<file path="src/rtl/sobel_pkg.sv">
// Shared types and constants for the Sobel edge-direction frame sequencer.
package sobel_pkg;

   // Frame sequencer states
   typedef enum logic [1:0] {
      StIdle  = 2'd0,
      StRun   = 2'd1,
      StFlush = 2'd2
   } state_e;

   // One-hot edge direction codes produced by the datapath
   localparam logic [3:0] DIR_NONE    = 4'b0000;
   localparam logic [3:0] DIR_135_180 = 4'b0001;
   localparam logic [3:0] DIR_0_45    = 4'b0010;
   localparam logic [3:0] DIR_90_135  = 4'b0100;
   localparam logic [3:0] DIR_45_90   = 4'b1000;

   localparam int unsigned THR_W_DEF    = 11;
   localparam int unsigned PIPE_LAT_DEF = 6;
   localparam int unsigned STATS_W      = 20;

endpackage

</file>
<file path="src/rtl/sobel_tag_pipe.sv">
// Fixed-depth delay line carrying {valid, x, y} tags alongside the datapath.
module sobel_tag_pipe
   import sobel_pkg::*;
#(
   parameter int unsigned XW    = 10,
   parameter int unsigned DEPTH = PIPE_LAT_DEF
) (
   input  logic          clk,
   input  logic          rst,
   input  logic          in_valid,
   input  logic [XW-1:0] in_x,
   input  logic [XW-1:0] in_y,
   output logic          out_valid,
   output logic [XW-1:0] out_x,
   output logic [XW-1:0] out_y
);

   logic [DEPTH-1:0] vld_q;
   logic [XW-1:0]    x_q [DEPTH];
   logic [XW-1:0]    y_q [DEPTH];

   // Shift every cycle; a cleared line holds only invalid tags
   always_ff @(posedge clk or posedge rst) begin
      if (rst) begin
         for (int i = 0; i < DEPTH; i++) begin
            vld_q[i] <= 1'b0;
            x_q[i]   <= '0;
            y_q[i]   <= '0;
         end
      end else begin
         vld_q[0] <= in_valid;
         x_q[0]   <= in_x;
         y_q[0]   <= in_y;
         for (int i = 1; i < DEPTH; i++) begin
            vld_q[i] <= vld_q[i-1];
            x_q[i]   <= x_q[i-1];
            y_q[i]   <= y_q[i-1];
         end
      end
   end

   assign out_valid = vld_q[DEPTH-1];
   assign out_x     = x_q[DEPTH-1];
   assign out_y     = y_q[DEPTH-1];

endmodule

</file>
<file path="src/rtl/sobel_frame_ctrl.sv">
// Frame sequencer for the Sobel edge-direction stage: window stepping, threshold
// register, coordinate tagging of datapath results and end-of-frame signalling.
// Optional per-frame edge statistics are enabled with SOBEL_EDGE_STATS_EN.
module sobel_frame_ctrl
   import sobel_pkg::*;
#(
   parameter int unsigned IMG_W    = 640,
   parameter int unsigned IMG_H    = 480,
   parameter int unsigned XW       = 10,
   parameter int unsigned PIPE_LAT = PIPE_LAT_DEF,
   parameter int unsigned THR_W    = THR_W_DEF,
   parameter int unsigned THR_INIT = 100
) (
   input  logic             clk,
   input  logic             rst,
   input  logic             frame_start,
   input  logic             pix_valid,
   input  logic             cfg_valid,
   input  logic [THR_W-1:0] cfg_thresh,
   output logic             cfg_ready,
   output logic [THR_W-1:0] thresh,
   output logic             win_shift,
   input  logic [3:0]       dir_in,
   output logic             dout_valid,
   output logic [3:0]       dout_state,
   output logic [XW-1:0]    dout_x,
   output logic [XW-1:0]    dout_y,
   output logic             busy,
   output logic             frame_done
`ifdef SOBEL_EDGE_STATS_EN
   ,output logic [STATS_W-1:0] edge_count
`endif
);

   localparam int unsigned CW = $clog2(PIPE_LAT + 1);

   state_e        state_q, state_d;
   logic [XW-1:0] col_q, col_d, row_q, row_d;
   logic [CW-1:0] flush_q, flush_d;
   logic          frame_done_d;

   logic          tag_in_valid, tag_out_valid;
   logic [XW-1:0] tag_in_x, tag_in_y, tag_out_x, tag_out_y;

   // Next-state, raster counters and combinational handshakes
   always_comb begin
      state_d      = state_q;
      col_d        = col_q;
      row_d        = row_q;
      flush_d      = flush_q;
      frame_done_d = 1'b0;
      win_shift    = 1'b0;
      cfg_ready    = 1'b0;
      busy         = 1'b1;
      unique case (state_q)
         StIdle: begin
            cfg_ready = 1'b1;
            busy      = 1'b0;
            if (frame_start) begin
               state_d = StRun;
               col_d   = '0;
               row_d   = '0;
            end
         end
         StRun: begin
            win_shift = pix_valid;
            if (pix_valid) begin
               if (col_q == XW'(IMG_W - 1)) begin
                  col_d = '0;
                  if (row_q == XW'(IMG_H - 1)) begin
                     state_d = StFlush;
                     flush_d = CW'(PIPE_LAT);
                  end else begin
                     row_d = row_q + XW'(1);
                  end
               end else begin
                  col_d = col_q + XW'(1);
               end
            end
         end
         StFlush: begin
            if (flush_q == '0) begin
               state_d      = StIdle;
               frame_done_d = 1'b1;
            end else begin
               flush_d = flush_q - CW'(1);
            end
         end
         default: state_d = StIdle;
      endcase
   end

   // Sequencer state, counters and threshold register
   always_ff @(posedge clk or posedge rst) begin
      if (rst) begin
         state_q    <= StIdle;
         col_q      <= '0;
         row_q      <= '0;
         flush_q    <= '0;
         frame_done <= 1'b0;
         thresh     <= THR_W'(THR_INIT);
      end else begin
         state_q    <= state_d;
         col_q      <= col_d;
         row_q      <= row_d;
         flush_q    <= flush_d;
         frame_done <= frame_done_d;
         if (cfg_valid && cfg_ready) begin
            thresh <= cfg_thresh;
         end
      end
   end

   // A pixel at col>=2, row>=2 closes the window centred one pixel up-left
   assign tag_in_valid = win_shift && (col_q >= XW'(2)) && (row_q >= XW'(2));
   assign tag_in_x     = col_q - XW'(1);
   assign tag_in_y     = row_q - XW'(1);

   sobel_tag_pipe #(
      .XW    (XW),
      .DEPTH (PIPE_LAT)
   ) u_tag_pipe (
      .clk       (clk),
      .rst       (rst),
      .in_valid  (tag_in_valid),
      .in_x      (tag_in_x),
      .in_y      (tag_in_y),
      .out_valid (tag_out_valid),
      .out_x     (tag_out_x),
      .out_y     (tag_out_y)
   );

   // Pair the exiting tag with the datapath direction; coordinates hold between results
   always_ff @(posedge clk or posedge rst) begin
      if (rst) begin
         dout_valid <= 1'b0;
         dout_state <= DIR_NONE;
         dout_x     <= '0;
         dout_y     <= '0;
      end else if (tag_out_valid) begin
         dout_valid <= 1'b1;
         dout_state <= dir_in;
         dout_x     <= tag_out_x;
         dout_y     <= tag_out_y;
      end else begin
         dout_valid <= 1'b0;
         dout_state <= DIR_NONE;
      end
   end

`ifdef SOBEL_EDGE_STATS_EN
   logic [STATS_W-1:0] acc_q, acc_inc;

   // Saturating count of non-empty directions, including the result visible this cycle
   always_comb begin
      acc_inc = acc_q;
      if (dout_valid && (dout_state != DIR_NONE) && (acc_q != '1)) begin
         acc_inc = acc_q + STATS_W'(1);
      end
   end

   // Accumulate per frame; publish the final count together with frame_done
   always_ff @(posedge clk or posedge rst) begin
      if (rst) begin
         acc_q      <= '0;
         edge_count <= '0;
      end else begin
         if (frame_start && (state_q == StIdle)) begin
            acc_q <= '0;
         end else begin
            acc_q <= acc_inc;
         end
         if (frame_done_d) begin
            edge_count <= acc_inc;
         end
      end
   end
`endif

endmodule

</file>
<file path="config.mk">
export PLATFORM = sky130hd
export DESIGN_NAME = sobel_frame_ctrl
export DESIGN_NICKNAME = d
export VERILOG_FILES = /design/src/rtl/sobel_pkg.sv /design/src/rtl/sobel_tag_pipe.sv /design/src/rtl/sobel_frame_ctrl.sv
export SDC_FILE = /design/constraint.sdc
export NUM_CORES = 1
export LEC_CHECK = 0
export ABC_AREA = 1
export CAP_MARGIN = 20
export CORE_ASPECT_RATIO = 0.6
export CORE_MARGIN = 5
export CORE_UTILIZATION = 50
export CTS_BUF_LIST = sky130_fd_sc_hd__clkbuf_8
export CTS_CLUSTER_DIAMETER = 200
export CTS_CLUSTER_SIZE = 16
export DETAILED_ROUTE_END_ITERATION = 10
export PLACE_DENSITY = 0.73
export SLEW_MARGIN = 30
export SYNTH_ARGS = -nofsm -noshare
export SYNTH_HDL_FRONTEND = slang
export SYNTH_SLANG_ARGS = --single-unit
</file>
<file path="constraint.sdc">
create_clock -name clk -period 8.5 [get_ports clk]
set_clock_uncertainty 0.15 [all_clocks]
set_input_delay 2.55 -clock clk [delete_from_list [all_inputs] [get_ports clk]]
set_output_delay 2.55 -clock clk [all_outputs]
set_load 0.1 [all_outputs]
</file>
==> run summary <==
Top cells by area, synth: dfrtp_1 (72%), mux2_2 (5.4%), nand2_1 (4.0%)
# H-tree levels: 4
Crit path to: win_shift
Number of fill cells: 980
Crit path max fanout: 3
Crit path launch: pix_valid
Number of library cell types mapped by synthesis: 32
WS Path Type: in -> out
Antenna violations before repair: 0
Max-cap violation count: 0
Synth Area per Inst: 13.3 um2
Post-CTS Setup Inserts: 0
Multi-input logic area: 1470 um2
Worst setup EP type: output port
Post-route core utilization: 0.594
Syn_nets: 512
Flops & latches, synth: 188
Placed cell area: 7170 um2
Max-Slew Margin vs Limit: 0.339
Die Y: 98.0 um
Share of the synthesized area in the top cell type: 0.718
R2R cell count: 10
FP Rows: 32
I/O pins: 60
RSZ-0062 raised after global routing: false
Setup crit start kind: input port
Largest net degree at the start of global routing: 115
Final ANT Viol Nets: 0
Peak Freq: 157 MHz
DRC: 0
Grt ovf: 0
Dpl ws: 2.16 ns
First-pass DRT Iterations: 6
GR Layer Usage met1: 0.208
Clock Tree Buf Depth: 2
Most used routing layer: met1
Reg-to-Reg End: row_q[9]$_DFFE_PP0P_
Post-route cell area: 7560 um2
CTS Buf Count: 17
WP data arrival: 3.65 ns
Die W: 157 um
FF-to-FF setup slack: 6.63 ns
Clock Tree Root: clkbuf_8
Initial DRC Count: 304
Core ar.: 12700 um2
Port Buffers: 59
Syn Std Cell Area: 6450 um2
Tightest Hold Check Type: reg -> reg
First-pass GRT wire length: 17300 um
Clock latency on the worst-skew pair: 0.45 ns
WL/cell: 13.5 um
Sequential share of the synthesized area: 0.730
Register Area: 4710 um2
Final Critical Period: 6.35 ns
GR Layer Usage met3: 0.0461
Post-CTS sizing: 0
Total track usage: 0.143
RePlAce Congestion: 0.865
Hold Buf Count CTS: 0
Final setup fails: 0
Vias in the first global route: 3558
Cells after Synth: 484
R2r startpoint: row_q[1]$_DFFE_PP0P_
Share of layout cells above drive strength 1: 0.170
Syn. warnings: 0
Die area: 15300 um2
Final Max Tran Viols: 0
Setup WS post-layout: 2.15 ns
Met2 Usage GRT: 0.199
Final hold vios: 0
Synth area leader: dfrtp_1
Required @ worst endpoint: 5.80 ns
DP Wirelength: 6670 um
Starting density of the core: 0.506
Nets: 580
Setup TNS: 0 ns
Status: complete, no violations
CTS Sinks: 188
Vias after detailed routing: 3500
Final period utilization: 0.748
Ant. Diodes: 0
Routed wire length: 9920 um
Clk pin slew, worst setup/hold paths: 0.10 ns
CTS tree: done
Vias per cell: 4.76
Actual slew at the worst max-slew pin: 0.988 ns
Area growth, synth to finish: 17.3%
cell families (layout without fill, tap and decap cells):
family,after synthesis,after routing,share of synthesized area
fa+ha+maj,8,8,0.0155
mux,31,31,0.0541
simple gates,156,156,0.111
xor+xnor,17,17,0.0231
buf+inv,59,140,0.0419
flops,188,188,0.730
compound gates,25,25,0.0246
cells in the mapped netlist:
| library cell | count |
|---|---|
| o21ai_0 | 10 |
| nor4_1 | 3 |
| inv_1 | 47 |
| nand3_1 | 23 |
| a21boi_0 | 1 |
| xor2_1 | 16 |
| a21oi_1 | 5 |
| nand2_1 | 68 |
| o2111ai_1 | 1 |
| nand2_2 | 11 |
| a31oi_1 | 1 |
| buf_2 | 6 |
| xnor2_1 | 1 |
| nor2_1 | 31 |
| clkbuf_8 | 1 |
| nand4_1 | 5 |
| nand3_2 | 1 |
| mux2_2 | 31 |
| nand2_4 | 2 |
| inv_2 | 1 |
| nor2_2 | 2 |
| nor2_4 | 1 |
| or2_2 | 1 |
| buf_12 | 1 |
| dfstp_2 | 3 |
| dfrtp_1 | 185 |
| clkbuf_1 | 1 |
| ha_1 | 8 |
| o21ai_2 | 7 |
| buf_6 | 2 |
| nor3_1 | 6 |
| nand3b_1 | 2 |
per-stage QoR:
stage	hold WS [ns]	instances
2_1_floorplan	0.181	484
3_3_place_gp	0.182	703
3_5_place_dp	0.185	703
4_1_cts	0.192	735
5_1_grt	0.200	735
6_report	0.187	735
area by class of cell:
class | instances | share of cell area
multi-input combinational | 237 | 0.194
timing repair buffer | 60 | 0.0792
inverter | 48 | 0.0248
clock inverter | 15 | 0.0199
clock buffer | 17 | 0.0309
tap | 170 | 0.0281
sequential | 188 | 0.623
placed cells by master (no fill, tap or decap), types with 5 or more instances in the layout:
cell type / Yosys / routed
dfrtp_1: 185 / 184
nand2_1: 68 / 68
clkdlybuf4s50_1: 0 / 58
inv_1: 47 / 46
nor2_1: 31 / 31
mux2_2: 31 / 31
nand3_1: 23 / 23
clkbuf_8: 1 / 17
xor2_1: 16 / 16
nand2_2: 11 / 11
o21ai_0: 10 / 10
ha_1: 8 / 8
o21ai_2: 7 / 7
inv_8: 0 / 7
nor3_1: 6 / 6
a21oi_1: 5 / 5
nand4_1: 5 / 5
worst max-delay path, cell delays in order:
cell             delay (ns)
clkdlybuf4s50_1        0.56
inv_1                  0.07
nor2_1                 0.15
buf_4                  0.32
per-layer routing:
metal	wire (um)	part of all wire
met1	4790	0.48
met2	4330	0.44
met3	619	0.062
met4	177	0.018
met5	0	0
how the worst min path moves through the flow:
| stage | start | endpoint | slack, ns | depth (start not counted) |
|---|---|---|---|---|
| 3_5_place_dp | u_tag_pipe.x_q[10]$_DFF_PP0_ | u_tag_pipe.out_x[0]$_DFF_PP0_ | 0.18 | 0 |
| 6_report | u_tag_pipe.x_q[39]$_DFF_PP0_ | u_tag_pipe.x_q[29]$_DFF_PP0_ | 0.19 | 0 |
| 4_1_cts | u_tag_pipe.x_q[39]$_DFF_PP0_ | u_tag_pipe.x_q[29]$_DFF_PP0_ | 0.19 | 0 |
| 2_1_floorplan | u_tag_pipe.x_q[10]$_DFF_PP0_ | u_tag_pipe.out_x[0]$_DFF_PP0_ | 0.18 | 0 |
| 5_1_grt | u_tag_pipe.x_q[39]$_DFF_PP0_ | u_tag_pipe.x_q[29]$_DFF_PP0_ | 0.20 | 0 |
| 3_3_place_gp | u_tag_pipe.x_q[40]$_DFF_PP0_ | u_tag_pipe.x_q[30]$_DFF_PP0_ | 0.18 | 0 |
flip-flops by register name, indices dropped and copies added (netlist names):
register	flops
u_tag_pipe.x_q	50
u_tag_pipe.y_q	50
thresh	11
col_q	10
dout_x	10
dout_y	10
row_q	10
u_tag_pipe.out_x	10
u_tag_pipe.out_y	10
u_tag_pipe.vld_q	6
dout_state	4
flush_q	3
state_q	2
dout_valid	1
frame_done	1
Power is left out: the tool's default activity adds up to more than one toggle a clock period on the data nets, which glitch-free logic cannot reach.
